==> config.mk <==
export PLATFORM = sky130hd
export DESIGN_NAME = neural_simd_unblend
export DESIGN_NICKNAME = d
export VERILOG_FILES = /design/src/rtl/neural_simd_unblend.sv
export SDC_FILE = /design/constraint.sdc
export NUM_CORES = 1
export LEC_CHECK = 0
export BUFFER_PORTS_ARGS = -buffer_cell sky130_fd_sc_hd__buf_4
export CAP_MARGIN = 20
export CORE_UTILIZATION = 35
export DETAILED_ROUTE_END_ITERATION = 10
export GPL_ROUTABILITY_DRIVEN = 0
export SLEW_MARGIN = 20
export SYNTH_ARGS = -nofsm -noshare
export SYNTH_HDL_FRONTEND = slang
export SYNTH_SLANG_ARGS = --single-unit
==> constraint.sdc <==
create_clock -name clk -period 4.5 [get_ports clk]
set_clock_uncertainty 0.1 [all_clocks]
set_input_delay 0.675 -clock clk [delete_from_list [all_inputs] [get_ports clk]]
set_output_delay 0.675 -clock clk [all_outputs]
set_load 0.02 [all_outputs]
==> src/rtl/neural_simd_unblend.sv <==
// neural_simd_unblend: recovers four 8-bit blend weights from blended lanes.
// Each lane inverts r = (a*m + b*(256-m)) >> 8 with m = floor(n*256 / d).
// A restoring radix-2 divider produces the quotient, one bit per cycle for all four
// lanes at once. The four lanes share a single step counter.
module neural_simd_unblend (
  input  logic        clk,
  input  logic        rst,
  input  logic [31:0] rs1,
  input  logic [31:0] rs2,
  input  logic [31:0] rd,
  input  logic        in_valid,
  output logic        in_ready,
  output logic [31:0] mask,
  output logic [3:0]  flag_deg,
  output logic [3:0]  flag_rng,
  output logic        out_valid,
  input  logic        out_ready
);

  typedef enum logic [1:0] {StIdle, StDiv, StDone} state_e;

  state_e           state_q;
  logic [31:0]      a_q, b_q, r_q;
  logic [3:0]       cnt_q;
  logic [3:0][7:0]  rem_q;
  logic [3:0][15:0] quo_q;

  logic [3:0][7:0]  d_c;
  logic [3:0][9:0]  n_c;
  logic [3:0][15:0] dvd_c;
  logic [3:0][8:0]  trial_c;
  logic [3:0][8:0]  diff_c;
  logic [3:0]       take_c;
  logic [3:0][7:0]  rem_nx;
  logic [3:0][15:0] quo_nx;
  logic [3:0][7:0]  mask_c;
  logic [3:0]       deg_c, rng_c;

  // Handshake outputs; both are forced low while reset is asserted.
  assign in_ready  = (state_q == StIdle) && !rst;
  assign out_valid = (state_q == StDone) && !rst;

  // Per-lane operand preparation, one divider step, and final weight/flag selection.
  always_comb begin
    d_c     = '0;
    n_c     = '0;
    dvd_c   = '0;
    trial_c = '0;
    diff_c  = '0;
    take_c  = '0;
    rem_nx  = '0;
    quo_nx  = '0;
    mask_c  = '0;
    deg_c   = '0;
    rng_c   = '0;
    for (int i = 0; i < 4; i++) begin
      if (a_q[8*i +: 8] >= b_q[8*i +: 8]) begin
        d_c[i] = a_q[8*i +: 8] - b_q[8*i +: 8];
        n_c[i] = {2'b00, r_q[8*i +: 8]} - {2'b00, b_q[8*i +: 8]};
      end else begin
        d_c[i] = b_q[8*i +: 8] - a_q[8*i +: 8];
        n_c[i] = {2'b00, b_q[8*i +: 8]} - {2'b00, r_q[8*i +: 8]};
      end
      // The divider only yields a meaningful quotient for 0 <= n <= d, so n fits in 8 bits.
      dvd_c[i]   = {n_c[i][7:0], 8'h00};
      trial_c[i] = {rem_q[i], dvd_c[i][4'd15 - cnt_q]};
      diff_c[i]  = trial_c[i] - {1'b0, d_c[i]};
      take_c[i]  = trial_c[i] >= {1'b0, d_c[i]};
      rem_nx[i]  = take_c[i] ? diff_c[i][7:0] : trial_c[i][7:0];
      quo_nx[i]  = {quo_q[i][14:0], take_c[i]};

      deg_c[i] = (d_c[i] == 8'h00);
      if (deg_c[i]) begin
        mask_c[i] = 8'hFF;
      end else if (n_c[i][9]) begin
        mask_c[i] = 8'h00;
        rng_c[i]  = 1'b1;
      end else if (n_c[i][8:0] > {1'b0, d_c[i]}) begin
        mask_c[i] = 8'hFF;
        rng_c[i]  = 1'b1;
      end else begin
        mask_c[i] = (|quo_nx[i][15:8]) ? 8'hFF : quo_nx[i][7:0];
      end
    end
  end

  // Control FSM, operand capture, divider state and registered results.
  always_ff @(posedge clk) begin
    if (rst) begin
      state_q  <= StIdle;
      a_q      <= '0;
      b_q      <= '0;
      r_q      <= '0;
      cnt_q    <= '0;
      rem_q    <= '0;
      quo_q    <= '0;
      mask     <= '0;
      flag_deg <= '0;
      flag_rng <= '0;
    end else begin
      case (state_q)
        StIdle: begin
          if (in_valid) begin
            a_q     <= rs1;
            b_q     <= rs2;
            r_q     <= rd;
            cnt_q   <= '0;
            rem_q   <= '0;
            quo_q   <= '0;
            state_q <= StDiv;
          end
        end
        StDiv: begin
          rem_q <= rem_nx;
          quo_q <= quo_nx;
          cnt_q <= cnt_q + 4'd1;
          if (cnt_q == 4'd15) begin
            mask     <= mask_c;
            flag_deg <= deg_c;
            flag_rng <= rng_c;
            state_q  <= StDone;
          end
        end
        StDone: begin
          if (out_ready) state_q <= StIdle;
        end
        default: state_q <= StIdle;
      endcase
    end
  end

endmodule

# After elaboration in Yosys (flattened, before gate mapping)
# Index checks and enable logic that the tools add are counted.
# W data, S select, Z words.
[word_totals]
regBits = 234
input_bits = 100
out_inout_bits = 42
word_cells = 132
[op_classes]
n_addsub = 22
order_cmp = 13
eq_ne = 6
n_mux = 58
n_reduce_logical = 17
[ops]
columns = ["operator", "n"]
rows = [
  ["$mux W8", 24],
  ["$pmux W63 S2", 1],
  ["$sub A8 B8 Y8", 12],
  ["$sub A8 B8 Y9", 8],
  ["$pmux W32 S2", 1],
  ["$mux W63", 1],
  ["$mux W10", 4],
  ["$ge A9 B8 Y1", 4],
  ["$gt A9 B8 Y1", 4],
  ["$ge A8 B8 Y1", 4],
  ["$logic_not A8 Y1", 4],
  ["$mux W32", 1],
  ["$reduce_or A8 Y1", 4],
  ["$bmux W1 S4", 4],
  ["$mux W1", 16],
  ["$pmux W4 S2", 1],
  ["$mux W2", 3],
  ["$ne A2 B2 Y1 const B", 3],
  ["$pmux W2 S3", 1],
  ["$reduce_and A2 Y1", 3],
  ["$lt A4 B5 Y1 const B", 1],
  ["$add A4 B1 Y4 const B", 1],
  ["$eq A4 B4 Y1 const B", 1],
  ["$mux W4", 1],
  ["8 further kinds", 9],
]

# Logic depth before layout (Yosys ltp)
[logic_depth]
ltp_word = 9
mapped_depth = 25
depth_no_buf = 24

# Worst setup path before layout
# OpenSTA, ideal clock, no wires.
[synth_timing]
kind = "reg-to-reg"
startpoint = "register b_q[17]"
endpoint = "register rem_q[21] in the netlist's numbering"
setup_ps = 128
t_arrival_ps = 4643
required_ps = 4272
path_slack_ps = -371
path_stages_with_launch = 22
path_buffers = 1
period_less_slack_ps = 4871
path_cell_list = "dfxtp_1 > inv_1 > fa_1 > a21o_1 > a211oi_2 > o21a_1 > buf_6 > mux2i_1 > xnor2_1 > mux4_2 > nor2b_1 > nor2_1 > ha_1 > nor2b_1 > o21ai_0 > a21boi_0 > nor3_1 > o21bai_1 > a31oi_1 > mux2_2 > a22oi_1 > nor2_1"
[synth_via]
elab_chain_len = 7
elab_cells_between_ends = 13
cone_classes = "add/sub: 5; order compare: 2; mux: 6"
[synth_lines]
columns = ["element", "line_no", "rtl"]
rows = [
  ["start, declared", "23", "logic [31:0] a_q, b_q, r_q;"],
  ["start signal, assigned", "105", "b_q <= rs2;"],
  ["$sub A8 B8 Y9 (tied with other cells)", "62", "n_c[i] = {2'b00, b_q[8*i +: 8]} - {2'b00, r_q[8*i +: 8]};"],
  ["$mux W10", "57", "if (a_q[8*i +: 8] >= b_q[8*i +: 8]) begin"],
  ["$bmux W1 S4", "66", "trial_c[i] = {rem_q[i], dvd_c[i][4'd15 - cnt_q]};"],
  ["$mux W1 (implied by the code)", "66", ""],
  ["$sub A8 B8 Y8 / $ge A9 B8 Y1 (equally long branches)", "67, 68", ""],
  ["$mux W8 *", "69", "rem_nx[i] = take_c[i] ? diff_c[i][7:0] : trial_c[i][7:0];"],
  ["$pmux W32 S2 *", "101", "case (state_q)"],
  ["end signal, assigned", "114", "rem_q <= rem_nx;"],
  ["end, declared", "25", "logic [3:0][7:0] rem_q;"],
]
# Mark *: on every way between the ends. The rest lies on a longest branch, timed or not. The select of a mux whose other input is x is not followed.
# A chain may end at the register's enable or synchronous reset.

# Final worst setup path
[layout_timing]
startpoint = "register a_q[8]"
endpoint = "register rem_q[10] in the netlist's numbering"
[layout_via]
elab_chain_len = 7
elab_cells_between_ends = 11
cone_classes = "add/sub: 3; order compare: 2; mux: 6"
[layout_lines]
columns = ["element", "line_no", "rtl"]
rows = [
  ["start, declared", "23", ""],
  ["start signal, assigned", "104", "a_q <= rs1;"],
  ["$ge A8 B8 Y1", "57", ""],
  ["$mux W10", "57", ""],
  ["$bmux W1 S4", "66", ""],
  ["$mux W1 (implied by the code)", "66", ""],
  ["$sub A8 B8 Y8 / $ge A9 B8 Y1 (equally long branches)", "67, 68", ""],
  ["$mux W8 *", "69", ""],
  ["$pmux W32 S2 *", "101", ""],
]
# Marks and branches as above.

==> impl_results.md <==
- ANT cells: 0
- Final-report setup violation count: 1
- Final worst setup slack: -8.57 ps
- Highest cell delay on the worst timing path: 330 ps
- Total instance count after detailed placement: 2906
- Fin util: 46.2%
- Area of all placed cells without fillers: 21200 µm²
- Worst min path class: input pin to flop
- Power density over cell area: 431 nW/µm²
- Deepest level of the CTS H-tree: 1
- Starting utilization of the core area: 35.8%
- Max Fclk: 222 MHz
- Violated checks: setup timing
- Post-route setup TNS: -8.57 ps
- Clock tree sinks: 234
- Leakage power: 8.96 nW
- All-layer global routing usage: 19.2%
- Startpoint-to-endpoint class of the critical path: flop to flop
- Post-synthesis area per instance: 7.81 µm²
- Final non-filler cell total: 3003
- Number of warnings reported in the yosys synthesis log: 0
- Async set or reset register ratio after synthesis: 0%
- Critical path startpoint: a_q[8]$_SDFFE_PP0P_
- Post-synth design cell area: 16400 µm²
- Final hold violation count: 0
- Cell row count: 78
- Layout cell share with drive strength beyond 1: 24.9%
- Number of different library cells in the post-synthesis netlist: 87
- Placed wire-length estimate after detailed placement: 35300 µm
- First-pass GRT wire length: 75400 µm
- Total of buffers placed on input and output ports: 141
- Slew headroom: 31.1%
- ANT nets after route: 0
- Number of buffers created by CTS: 28
- Overall via count from detail_route: 15600
- Drt drc: 0
- Fin crit period: 4510 ps
- Boundary pin count: 142
- Initial drt markers: 835
- Reg2Reg Capture Point: rem_q[10]$_SDFFE_PP0P_
- CTS tree: yes
- Number of buffers on the longest clock path: 3
- Hold-fix buffers at CTS: 0
- Unrepaired setup endpoints after global routing: true
- Count of TritonRoute iterations in the first routing pass: 5
- Most common cell after layout, fill and taps aside: sky130_fd_sc_hd__buf_4
- Full die area: 47700 µm²
- Core Footprint: 45800 µm²
- Post-synth net total: 2409
- Peak supply drop: 295 µV
- Fin crit share: 100%
- Routed length per placed instance: 15.9 µm
- Width of the chip: 218 µm
- Count of fill cells added during filler insertion: 4452
- Number of enable flip-flop cells after synthesis: 0
- Number of pins exceeding their max-slew limit in the final report: 0
- Slew of the pin with the lowest slew margin: 1030 ps
- Syn Inst Count: 2101
- Die height: 218 µm
- Nets: 2689
- Number of antenna violations at the first check in global routing: 0
- Final hold slack: 248 ps
- Run status: complete, but fails checks
- Depth of the most critical reg-to-reg path: 25
- PnR Total Power: 9.11 mW
- CP startpoint kind: flop
- Slowest stage cell, crit path: sky130_fd_sc_hd__dfxtp_2
- Standard cell area after detailed placement: 19100 µm²
- Clock insertion delay at the later pin of the skew report: 570 ps
- Clock Root Buffer: sky130_fd_sc_hd__clkbuf_16
- WL final: 47800 µm
- Post-placement worst setup slack: -234 ps
- Primary FF master, synth: sky130_fd_sc_hd__dfxtp_1
- Maximum number of pins on one net before global-route repair: 89
- Portion of the post-synthesis area used by sequential elements: 28.6%
- Vias in the first global route: 15000
- Worst-case register-to-register setup slack: -9 ps
- Required time of the critical path: 4800 ps
- Flip-flop and latch count after synthesis: 234
- Kind of end point of the critical path: flop
- Layout-stage area growth over the synthesis result: 29.0%
- Timing endpoint of the critical path: rem_q[10]$_SDFFE_PP0P_
- Clk slew on worst S/H paths: 60 ps
- CP Data Arrival Time: 4810 ps
- Max Cap Viol: 0
- Most used cells in the layout excluding fill and tap cells: sky130_fd_sc_hd__buf_4 (336), sky130_fd_sc_hd__nand2_1 (330), sky130_fd_sc_hd__a21oi_1 (243)
- Critical register-to-register path startpoint: a_q[8]$_SDFFE_PP0P_
- Maximum fanout count along the critical path: 5
- Overflow after GRT: 0
- Post-DR vias/cell: 5.19
==> critical path, delay by kind of cell (launching register included) <==
family	cells	cell delay (ps)
xor gates and xnor gates	1	150
DFF	1	330
buffers and inverters	4	370
muxes	2	390
AOI/OAI and AO/OA	9	1870
and+or+nand+nor	6	610
adders and majority gates	3	550
==> synth_stat cells, types with 3 or more instances <==
master | number | share of area, %
sky130_fd_sc_hd__nand2_1 | 334 | 7.6
sky130_fd_sc_hd__a21oi_1 | 257 | 7.8
sky130_fd_sc_hd__dfxtp_1 | 234 | 29
sky130_fd_sc_hd__ha_1 | 188 | 14
sky130_fd_sc_hd__inv_1 | 152 | 3.5
sky130_fd_sc_hd__nor2_1 | 127 | 2.9
sky130_fd_sc_hd__o21ai_0 | 100 | 3.1
sky130_fd_sc_hd__nand3_1 | 79 | 2.4
sky130_fd_sc_hd__clkbuf_1 | 73 | 1.7
sky130_fd_sc_hd__mux2i_1 | 45 | 2.7
sky130_fd_sc_hd__xnor2_1 | 39 | 2.1
sky130_fd_sc_hd__a21o_1 | 38 | 1.7
sky130_fd_sc_hd__nor3_1 | 30 | 0.92
sky130_fd_sc_hd__o211ai_1 | 29 | 1.3
sky130_fd_sc_hd__nor2b_1 | 27 | 1.0
sky130_fd_sc_hd__o21a_1 | 25 | 1.1
sky130_fd_sc_hd__nand4_1 | 24 | 0.92
sky130_fd_sc_hd__xor2_1 | 22 | 1.2
sky130_fd_sc_hd__fa_1 | 20 | 2.4
sky130_fd_sc_hd__mux2_2 | 20 | 1.4
sky130_fd_sc_hd__nand2b_1 | 20 | 0.76
sky130_fd_sc_hd__a22oi_1 | 19 | 0.87
sky130_fd_sc_hd__a31oi_1 | 15 | 0.57
sky130_fd_sc_hd__buf_1 | 13 | 0.30
sky130_fd_sc_hd__and2_1 | 12 | 0.46
sky130_fd_sc_hd__o31ai_1 | 11 | 0.50
sky130_fd_sc_hd__a211oi_1 | 10 | 0.46
sky130_fd_sc_hd__nand3b_1 | 10 | 0.46
sky130_fd_sc_hd__nor4_1 | 10 | 0.38
sky130_fd_sc_hd__buf_2 | 9 | 0.27
sky130_fd_sc_hd__and3_1 | 7 | 0.27
sky130_fd_sc_hd__or3_1 | 5 | 0.19
sky130_fd_sc_hd__a21boi_0 | 4 | 0.18
sky130_fd_sc_hd__a221oi_1 | 4 | 0.21
sky130_fd_sc_hd__a222oi_1 | 4 | 0.24
sky130_fd_sc_hd__a31o_2 | 4 | 0.21
sky130_fd_sc_hd__buf_4 | 4 | 0.18
sky130_fd_sc_hd__buf_6 | 4 | 0.27
sky130_fd_sc_hd__or2_2 | 4 | 0.15
sky130_fd_sc_hd__a211o_1 | 3 | 0.16
sky130_fd_sc_hd__o2111a_1 | 3 | 0.21
sky130_fd_sc_hd__o21bai_1 | 3 | 0.14
sky130_fd_sc_hd__o2bb2ai_1 | 3 | 0.16
==> cells by family (layout without fill, tap and decap cells) <==
logic type	after synthesis	count (layout)	share of synthesized area, %
adders and majority gates	208	208	16.8
muxes	67	67	4.32
xor gates and xnor gates	62	62	3.36
and+or+nand+nor	705	705	19.5
AOI/OAI and AO/OA	570	570	21.3
DFF	234	234	28.6
buffers and inverters	255	557	6.18
==> power breakdown <==
part / leakage, nW / switching [mW] / internal, mW / total [mW]
Clock: 0.483 / 0.952 / 1.42 / 2.38
Sequential: 1.91 / 0.0720 / 2.15 / 2.22
Combinational: 6.57 / 2.38 / 2.14 / 4.52
Total: 8.96 / 3.40 / 5.71 / 9.11
==> final cells by class <==
| cell class | count | area [µm²] | area share, % |
|---|---|---|---|
| clock inverter | 13 | 135 | 0.639 |
| timing repair buffer | 353 | 2730 | 12.9 |
| clock buffer | 39 | 843 | 3.99 |
| sequential | 234 | 4720 | 22.3 |
| multi-input combinational | 1612 | 11400 | 53.9 |
| tap | 600 | 751 | 3.55 |
| inverter | 152 | 573 | 2.71 |
==> flip-flops by register name (all words and copies together) (netlist names) <==
register,cells
quo_nx,60
a_q,32
b_q,32
mask,32
r_q,32
rem_q,32
cnt_q,4
flag_deg,4
flag_rng,4
state_q,2
==> repair_timing <==
action / CTS / global route
resized for setup: 65 / 137
pin swaps: 35 / 94
gates cloned: 0 / 1
setup endpoints to repair: 45 / 63
buffers inserted: 17 / 31
==> per-layer routing <==
metal | part of all wire, % | routed length, µm | GRT usage [%] | vias to the layer above
met4 | 2.5 | 1190 | 5.76 | 0
met3 | 4.6 | 2190 | 2.69 | 71
li1 | - | - | - | 7858
met1 | 47 | 22400 | 25.7 | 7343
met5 | 0 | 0 | 0 | -
met2 | 46 | 22000 | 31.6 | 318
==> worst min-delay path by stage <==
stage | cells after the start | end | start
floorplan | 2 | rem_q[15]$_SDFFE_PP0P_ | rem_q[15]$_SDFFE_PP0P_
global placement | 2 | rem_q[23]$_SDFFE_PP0P_ | rem_q[23]$_SDFFE_PP0P_
finish | 3 | a_q[25]$_SDFFE_PP0P_ | rs1[25]
CTS | 3 | a_q[25]$_SDFFE_PP0P_ | rs1[25]
detailed placement | 2 | flag_deg[1]$_SDFFE_PP0P_ | flag_deg[1]$_SDFFE_PP0P_
global route | 3 | a_q[17]$_SDFFE_PP0P_ | rs1[17]
Power figures use the tool's default switching activity.
